`src/rtl/mem_responder.sv`:
```
`default_nettype none
// ============================================================================
//  Module   : mem_responder
//  Purpose  : Variable-latency memory responder with a valid/ready request and
//             response handshake and byte-masked writes.
//  Options  : MEM_ALIGN_CHECK_EN enables byte-enable legality checking.
//  Revision : 1.0  initial release
// ============================================================================
module mem_responder #(
   parameter int ADDR_W      = 8,
   parameter int WAIT_CYCLES = 1
) (
   input  logic        clk,
   input  logic        reset,
   input  logic        req_valid,
   output logic        req_ready,
   input  logic        req_write,
   input  logic [31:0] req_addr,
   input  logic [31:0] req_wdata,
   input  logic [3:0]  req_be,
   output logic        rsp_valid,
   input  logic        rsp_ready,
   output logic [31:0] rsp_rdata,
   output logic        rsp_err,
   output logic        busy
);

   localparam int c_depth = 2 ** (ADDR_W - 2);
   localparam int c_cnt_w = (WAIT_CYCLES < 1) ? 1 : $clog2(WAIT_CYCLES + 1);
   localparam logic [c_cnt_w-1:0] c_wait_load = c_cnt_w'(WAIT_CYCLES);
   localparam logic [c_cnt_w-1:0] c_one       = c_cnt_w'(1);

   typedef enum logic [1:0] {
      S_IDLE = 2'd0,
      S_WAIT = 2'd1,
      S_RESP = 2'd2
   } state_t;

   state_t              state_q, state_d;
   logic [c_cnt_w-1:0]  cnt_q, cnt_d;
   logic                write_q, write_d;
   logic [ADDR_W-3:0]   idx_q, idx_d;
   logic [31:0]         wdata_q, wdata_d;
   logic [3:0]          be_q, be_d;
   logic [31:0]         rdata_q, rdata_d;
   logic                err_q, err_d;
   logic [31:0]         mem_q [c_depth];
   logic                w_legal;
   logic                w_mem_we;
   logic                unused_addr;

   assign unused_addr = ^{req_addr[31:ADDR_W], req_addr[1:0]};

`ifdef MEM_ALIGN_CHECK_EN
   always_comb begin
      case (be_q)
         4'b0001, 4'b0010, 4'b0100, 4'b1000,
         4'b0011, 4'b1100, 4'b1111: w_legal = 1'b1;
         default:                   w_legal = 1'b0;
      endcase
   end
`else
   assign w_legal = 1'b1;
`endif

   always_ff @(posedge clk or negedge reset) begin
      if (!reset) begin
         state_q <= S_IDLE;
         cnt_q   <= '0;
         write_q <= 1'b0;
         idx_q   <= '0;
         wdata_q <= '0;
         be_q    <= '0;
         rdata_q <= '0;
         err_q   <= 1'b0;
      end else begin
         state_q <= state_d;
         cnt_q   <= cnt_d;
         write_q <= write_d;
         idx_q   <= idx_d;
         wdata_q <= wdata_d;
         be_q    <= be_d;
         rdata_q <= rdata_d;
         err_q   <= err_d;
      end
   end

   // A zero wait still spends one cycle in WAIT, so response latency is
   // uniformly WAIT_CYCLES+1 edges after the accepting edge.
   always_comb begin
      state_d = state_q;
      cnt_d   = cnt_q;
      write_d = write_q;
      idx_d   = idx_q;
      wdata_d = wdata_q;
      be_d    = be_q;
      rdata_d = rdata_q;
      err_d   = err_q;
      case (state_q)
         S_IDLE: begin
            if (req_valid) begin
               write_d = req_write;
               idx_d   = req_addr[ADDR_W-1:2];
               wdata_d = req_wdata;
               be_d    = req_be;
               cnt_d   = c_wait_load;
               state_d = S_WAIT;
            end
         end
         S_WAIT: begin
            if (cnt_q == '0) begin
               state_d = S_RESP;
               rdata_d = (write_q || !w_legal) ? 32'd0 : mem_q[idx_q];
               err_d   = !w_legal;
            end else begin
               cnt_d = cnt_q - c_one;
            end
         end
         S_RESP: begin
            if (rsp_ready) begin
               state_d = S_IDLE;
               rdata_d = 32'd0;
               err_d   = 1'b0;
            end
         end
         default: state_d = S_IDLE;
      endcase
   end

   // Writes commit only on the WAIT->RESP edge; the array is never reset.
   assign w_mem_we = (state_q == S_WAIT) && (cnt_q == '0) && write_q && w_legal;

   always_ff @(posedge clk) begin
      if (w_mem_we) begin
         for (int i = 0; i < 4; i++) begin
            if (be_q[i]) mem_q[idx_q][8*i +: 8] <= wdata_q[8*i +: 8];
         end
      end
   end

   assign req_ready = (state_q == S_IDLE);
   assign rsp_valid = (state_q == S_RESP);
   assign busy      = (state_q != S_IDLE);
   assign rsp_rdata = rdata_q;
   assign rsp_err   = err_q;

endmodule
`default_nettype wire
```
`config.mk`:
```
export PLATFORM = sky130hd
export DESIGN_NAME = mem_responder
export DESIGN_NICKNAME = d
export VERILOG_FILES = /design/src/rtl/mem_responder.sv
export SDC_FILE = /design/constraint.sdc
export NUM_CORES = 2
export LEC_CHECK = 0
export ABC_CLOCK_PERIOD_IN_PS = 2400
export CAP_MARGIN = 20
export CELL_PAD_IN_SITES_DETAIL_PLACEMENT = 0
export CELL_PAD_IN_SITES_GLOBAL_PLACEMENT = 1
export CORE_MARGIN = 1.5
export CORE_UTILIZATION = 30
export DETAILED_ROUTE_END_ITERATION = 8
export PLACE_DENSITY_LB_ADDON = 0.1
export RECOVER_POWER = 100
export SLEW_MARGIN = 20
export SYNTH_ARGS = -nofsm -noshare
export SYNTH_HDL_FRONTEND = slang
export SYNTH_SLANG_ARGS = --single-unit
```
`constraint.sdc`:
```
create_clock -name clk -period 2.4 [get_ports clk]
set_input_delay 0.24 -clock clk [delete_from_list [all_inputs] [get_ports clk]]
set_output_delay 0.24 -clock clk [all_outputs]
set_load 0.1 [all_outputs]
```
; Yosys cells after proc, flatten, opt, wreduce, memory -nomap -nowiden
; Memories as Yosys holds them, arrays and structs flattened.
; Index checks and enable logic that the tools add are counted.
[classes]
add_sub_neg = 1
n_eq_ne = 5
mux = 26
bitwise = 1
n_reduce_logical = 10
[ops]
columns = op, count
row1 = 2-to-1 mux 32 bit, 3
row2 = case mux 32 bit (2 select lines), 1
row3 = 2-to-1 mux 1 bit, 16
row4 = 2-to-1 mux 2 bit, 3
row5 = case mux 2 bit (3 select lines), 1
row6 = AND reduction 3 bit, 2
row7 = nonzero test 2 bit, 3
row8 = "inequality test 2 bit, second input constant", 2
row9 = case mux 1 bit (2 select lines), 2
row10 = AND reduction 2 bit, 2
row11 = "== test 2 x 1 -> 1 bit, second input constant", 1
row12 = "== test 2 bit, second input constant", 1
row13 = logical AND 1 bit, 2
row14 = zero test 2 bit, 1
row15 = "inequality test 2 x 1 -> 1 bit, second input constant", 1
row16 = NOT 1 bit, 1
row17 = "subtractor 1 bit, second input constant", 1
[totals]
register_bits = 79
ram_bits = 2048
input_bits = 73
output_inout_bits = 36
memories = 1
[mem_list]
columns = name, depth, word_bits, rd, rd_ports_with_merged_regs, write_ports, line
row1 = mem_q, 64, 32, 1, 0, 1, 47  ; logic [31:0] mem_q [c_depth];

; Longest topological paths before layout
[depth]
depth_word = 5
depth_mapped = 10

; Least setup slack after synthesis
; Ideal clock, no wire load.
[synth_timing]
path_kind = reg-to-reg
from = register state_q[0]
to = register rdata_q[23] (netlist: rsp_rdata[23])
setup_time_ns = 0.132
arrival_time_ns = 2.788
t_required_ns = 2.268
path_slack_ns = -0.520
path_stages_with_launch = 7
path_buffers = 2
path_cell_list = dfrtp_1 nor2b_1 a21oi_1 clkbuf_1 clkbuf_1 nand2_1 o21ai_1
[synth_via]
elab_chain_cells = 3
[synth_lines]
columns = element, line
row1 = "start, declared", 39  ; state_t state_q, state_d;
row2 = "start signal, assigned", 77  ; state_q <= state_d;
row3 = == test 2 bit (*), --
row4 = named net rsp_valid, 21  ; output logic rsp_valid,
row5 = inequality test 2 x 1 -> 1 bit (no source line) or nonzero test 2 bit (tied branches), --
row6 = AND reduction 3 bit (no source line), --
row7 = "end signal, assigned", 83  ; rdata_q <= rdata_d;
row8 = "end, declared", 45  ; logic [31:0] rdata_q, rdata_d;
; The timed path passes the listed nets; every way through them passes the cells marked *.
; A chain may end at the register's enable or synchronous reset.

; Worst setup path after layout
[layout_timing]
from = register idx_q[0]
to = register rdata_q[3] (netlist: rsp_rdata[3])
[layout_via]
elab_chain_cells = 4
[layout_lines]
columns = element, line
row1 = "start, declared", 42  ; logic [ADDR_W-3:0] idx_q, idx_d;
row2 = "start signal, assigned", 80  ; idx_q <= idx_d;
row3 = memory (64 x 32 bit), --
row4 = 2-to-1 mux 32 bit, 113  ; rdata_d = (write_q || !w_legal) ? 32'd0 : mem_q[idx_q];
row5 = 2-to-1 mux 32 bit, 111  ; if (cnt_q == '0) begin
row6 = case mux 32 bit (2 select lines), 99  ; case (state_q)
; Every way passes these cells. The select of a mux whose other input is x is not followed.

==> results.py <==
metrics = {
    "placed_design": {
        "numPortBuffers": 81,
        "dpl_worst_slack_ps": -502,
        "dp_hpwl_microns": 189000,
        "place.gp.congestion": 0.824,
    },
    "clock_network": {
        "cts_buffers": 230,
        "path_clk_slew_ps": 60,
        "cts_tree": "done",
        "cts_buffer_depth": 3,
        "worstSkewPairLatency_ps": 890,
        "htree_levels": 4,
        "clock_sinks": 2126,
        "cts-root-buf": "clkbuf_16",
    },
    "sta": {
        "fmax_mhz": 378,
        "rsz0062_at_grt": "true",
        "finalSetupTns_ps": -7690,
        "setup_violations": 354,
        "fin_ws_ps": -243,
        "max_slew_margin_pct": -20.2,
        "worst_clock_skew_ps": 51.5,
        "fin_crit_sh_pct": 110,
        "slew_violations": 1009,
        "post-route-min-period_ps": 2640,
        "tightestPinTransition_ps": 1800,
        "hold_violations": 0,
    },
    "power_and_ir_drop": {
        "p_int_uw": 91000,
        "power_switching_uw": 50900,
        "seq_power_share_pct": 34.6,
        "clockPowerShare_pct": 24.8,
        "pwr-share-comb_pct": 40.6,
        "p_per_area_nw_per_um2": 1310,
        "p_total_uw": 142000,
        "switching_share_pct": 35.9,
        "leakagePower_uw": 0.0359,
        "ir_drop_v": 0.00118,
    },
    "cells_and_area": {
        "nFillCells": 24800,
        "multi_input_area_sq_um": 20400,
        "regArea_sq_um": 63500,
        "drive_above_1_share_pct": 35.2,
        "nNetsFinal": 5681,
        "areaGrowthSynthToFinish_pct": 32.5,
    },
    "run_status": {
        "status": "finished, violations left",
        "violations": "max-capacitance violations, max-slew violations, negative setup slack",
    },
    "routing": {
        "wirelength_microns": 294000,
        "met3WireLength_microns": 12400,
        "met1_length_microns": 130000,
        "dr.pass1.iters": 5,
        "vias": 48200,
        "ant_nets": 0,
        "wl_per_cell_microns": 31.3,
        "drt-initial-drc-count": 4065,
        "met2_length_microns": 144000,
        "drt-vias-per-instance": 5.14,
        "highest_layer": "met4",
        "drc_errors": 0,
    },
    "setup_path": {
        "critical_path_arrival_ps": 3390,
        "crit_chain": "buf_6 > and2_4 > buf_6 > buf_12 > buf_8 > a221o_1 > a21oi_2 > o22ai_4 > nor4_4 > buf_4 > o21ai_2",
        "cp-endpoint": "rsp_rdata[3]$_DFFE_PN0P_",
        "cp-end-kind": "register",
        "timing.rr.start": "idx_q[0]$_DFFE_PN0P_",
        "cp_data_required_time_ps": 3150,
        "setup.worst_path.class": "reg2reg",
        "path_buf_inv": 5,
        "slowest_delay_ps": 480,
        "r2r_cells": 11,
        "slowest_stage": "dfrtp_4",
        "r2r_slack_ps": -240,
        "crit_fanout": 8,
        "worst-path-stages": 11,
        "cp_top_family": "buffers and inverters",
        "crit_path_start_kind": "register",
        "rr_endpoint": "rsp_rdata[3]$_DFFE_PN0P_",
        "cp-startpoint": "idx_q[0]$_DFFE_PN0P_",
        "cp_common_cell": "buf_6",
    },
    "synth": {
        "netlist_top_cells_area": "edfxtp_1 75%, mux2i_1 6.0%, a221o_1 2.7%",
        "yosys_most_used_dff": "edfxtp_1",
        "ys_seq_area_share_pct": 77.7,
        "yosysWarningCount": 0,
        "synth_area_per_cell_sq_um": 17.5,
        "post_synth_instance_area_sq_um": 81700,
        "synth.distinct_cells": 58,
        "synth_nets": 4726,
        "netlist_instances": 4653,
        "yosysTopAreaCell": "edfxtp_1",
        "yosysTopAreaCellShare_pct": 75.3,
        "synth-seq-cells": 2126,
        "synth_edf_count": 2048,
        "async_flop_share_pct": 3.67,
    },
    "floorplan": {
        "core_sq_um": 271000,
        "num_io_pins": 109,
        "initial_core_util_pct": 30.2,
        "num_rows": 191,
        "die_area_sq_um": 275000,
        "dieHeight_microns": 525,
        "die_x_microns": 525,
    },
    "global_route": {
        "grt_max_degree": 66,
        "grt_pass1_vias": 48300,
        "grt_antenna_before_repair": 14,
        "gr-usage-all-layers_pct": 20.7,
        "globalRouteOverflowTotal": 0,
        "grt_pass1_wl_microns": 399000,
    },
    "hold_path": {
        "hold_path_class": "in2reg",
    },
    "job": {
        "cap_violations": 18,
    },
}
==> flip-flops by register name (all words and copies together), names as in the netlist <==
name       flops
write_q        1
state_q        2
cnt_q          1
wdata_q       32
rsp_rdata     32
idx_q          6
be_q           4
mem_q       2048
==> power by group through the flow <==
stage / registers [uW] / logic [uW] / clock network (uW)
after floorplan: 51600 / 20300 / 0
after global routing: 49200 / 60500 / 37300
after CTS: 48900 / 54800 / 36000
final: 49100 / 57600 / 35200
after detailed placement: 49700 / 46300 / 0
after global placement: 49600 / 46200 / 0
==> layout make-up <==
| type | instances | share of cell area (%) |
|---|---|---|
| Tap cell | 3570 | 4.13 |
| Timing Repair Buffer | 1076 | 11.5 |
| Inverter | 5 | 0.0231 |
| Antenna cell | 10 | 0.0231 |
| Multi-Input combinational cell | 2169 | 18.8 |
| Clock buffer | 301 | 5.73 |
| Clock inverter | 121 | 1.16 |
| Sequential cell | 2126 | 58.7 |
==> cells in the final DEF, fill, tap and decap left out, types with 26 or more instances in the layout <==
cell	netlist	routed
a21oi_1	119	43
a21oi_2	0	70
a221o_1	224	224
a221oi_1	249	108
a221oi_2	0	116
a22o_1	56	37
buf_12	0	177
buf_16	0	44
buf_4	11	474
buf_6	2	152
clkbuf_1	192	75
clkbuf_16	0	250
clkbuf_2	0	58
clkdlybuf4s50_1	0	45
clkinv_1	0	43
clkinv_2	0	41
dfrtp_1	78	56
dlygate4sd3_1	0	32
edfxtp_1	2048	2048
mux2_2	47	46
mux2i_1	493	432
mux2i_2	0	43
nand2_1	113	71
nand2_2	0	26
nor2_1	282	142
nor2_2	3	114
nor2_4	0	29
o21ai_1	104	105
o21ai_2	0	40
o22a_1	112	110
o22ai_1	185	120
o22ai_2	0	52
==> what timing repair did <==
action	4_1_cts	5_1_grt
hold buffers	33	0
pin swaps	187	157
setup endpoints to repair	1138	1586
resized for setup	570	511
setup buffers	87	55
hold endpoints to repair	109	0
gates cloned	31	17
==> worst register-to-register path, stage by stage, from the launching register on <==
cell	delay [ps]
dfrtp_4	480
buf_6	140
and2_4	190
buf_6	140
buf_12	140
buf_8	140
a221o_1	330
a21oi_2	230
o22ai_4	120
nor4_4	370
buf_4	180
o21ai_2	50
==> how the worst min path moves through the flow <==
stage,startpoint,end,slack (ps),cells past startpoint
5_1_grt,req_wdata[22],wdata_q[22]$_DFFE_PN0P_,50,2
3_3_place_gp,reset,wdata_q[24]$_DFFE_PN0P_,330,1
6_report,req_wdata[22],wdata_q[22]$_DFFE_PN0P_,90,2
2_1_floorplan,reset,be_q[0]$_DFFE_PN0P_,-60,0
4_1_cts,req_wdata[0],wdata_q[0]$_DFFE_PN0P_,30,2
3_5_place_dp,reset,wdata_q[24]$_DFFE_PN0P_,330,1
==> metrics by stage <==
step | instances | util (%) | hold WS, ps | instance area [sq um]
after floorplan | 4653 | - | -55.6 | 81700
after CTS | 9305 | 39.1 | 27.9 | 106000
final | 9378 | 40.0 | 86.1 | 108000
after global routing | 9374 | 40.0 | 45.1 | 108000
after global placement | 8740 | 34.7 | 334 | 93900
after detailed placement | 8740 | 34.7 | 333 | 93900
==> synth_stat cells, types with 3 or more instances <==
cell type	number
nor2b_1	3
a22oi_1	10
nor2_2	3
nor4_1	28
o22a_1	112
edfxtp_1	2048
o21ai_1	104
buf_4	11
a221oi_1	249
nand2_1	113
a221o_1	224
dfrtp_1	78
clkbuf_1	192
mux4_2	24
mux2i_1	493
nor2_1	282
buf_2	118
a21oi_1	119
o21ai_0	53
nand3_1	11
o22ai_1	185
or2_2	4
a22o_1	56
buf_1	30
nand2b_1	3
and2_1	4
inv_1	4
a31oi_1	3
nor3b_1	4
mux2_2	47
and3_1	3
==> per-layer routing <==
metal / GRT usage, % / up-vias
met5: 0 / -
met4: 5.06 / 0
met3: 2.75 / 308
met2: 34.9 / 1131
met1: 28.1 / 25600
li1: - / 21200
==> logic make-up (layout without fill, tap and decap cells) <==
logic type,count (synthesis),after routing,share of synthesized area (%)
compound gates,1136,1136,10.7
buf+inv,358,1503,1.90
flops,2126,2126,77.7
mux,564,564,7.35
other cells,1,11,0.00459
simple gates,468,468,2.38
(Power assumes the default switching activity.)
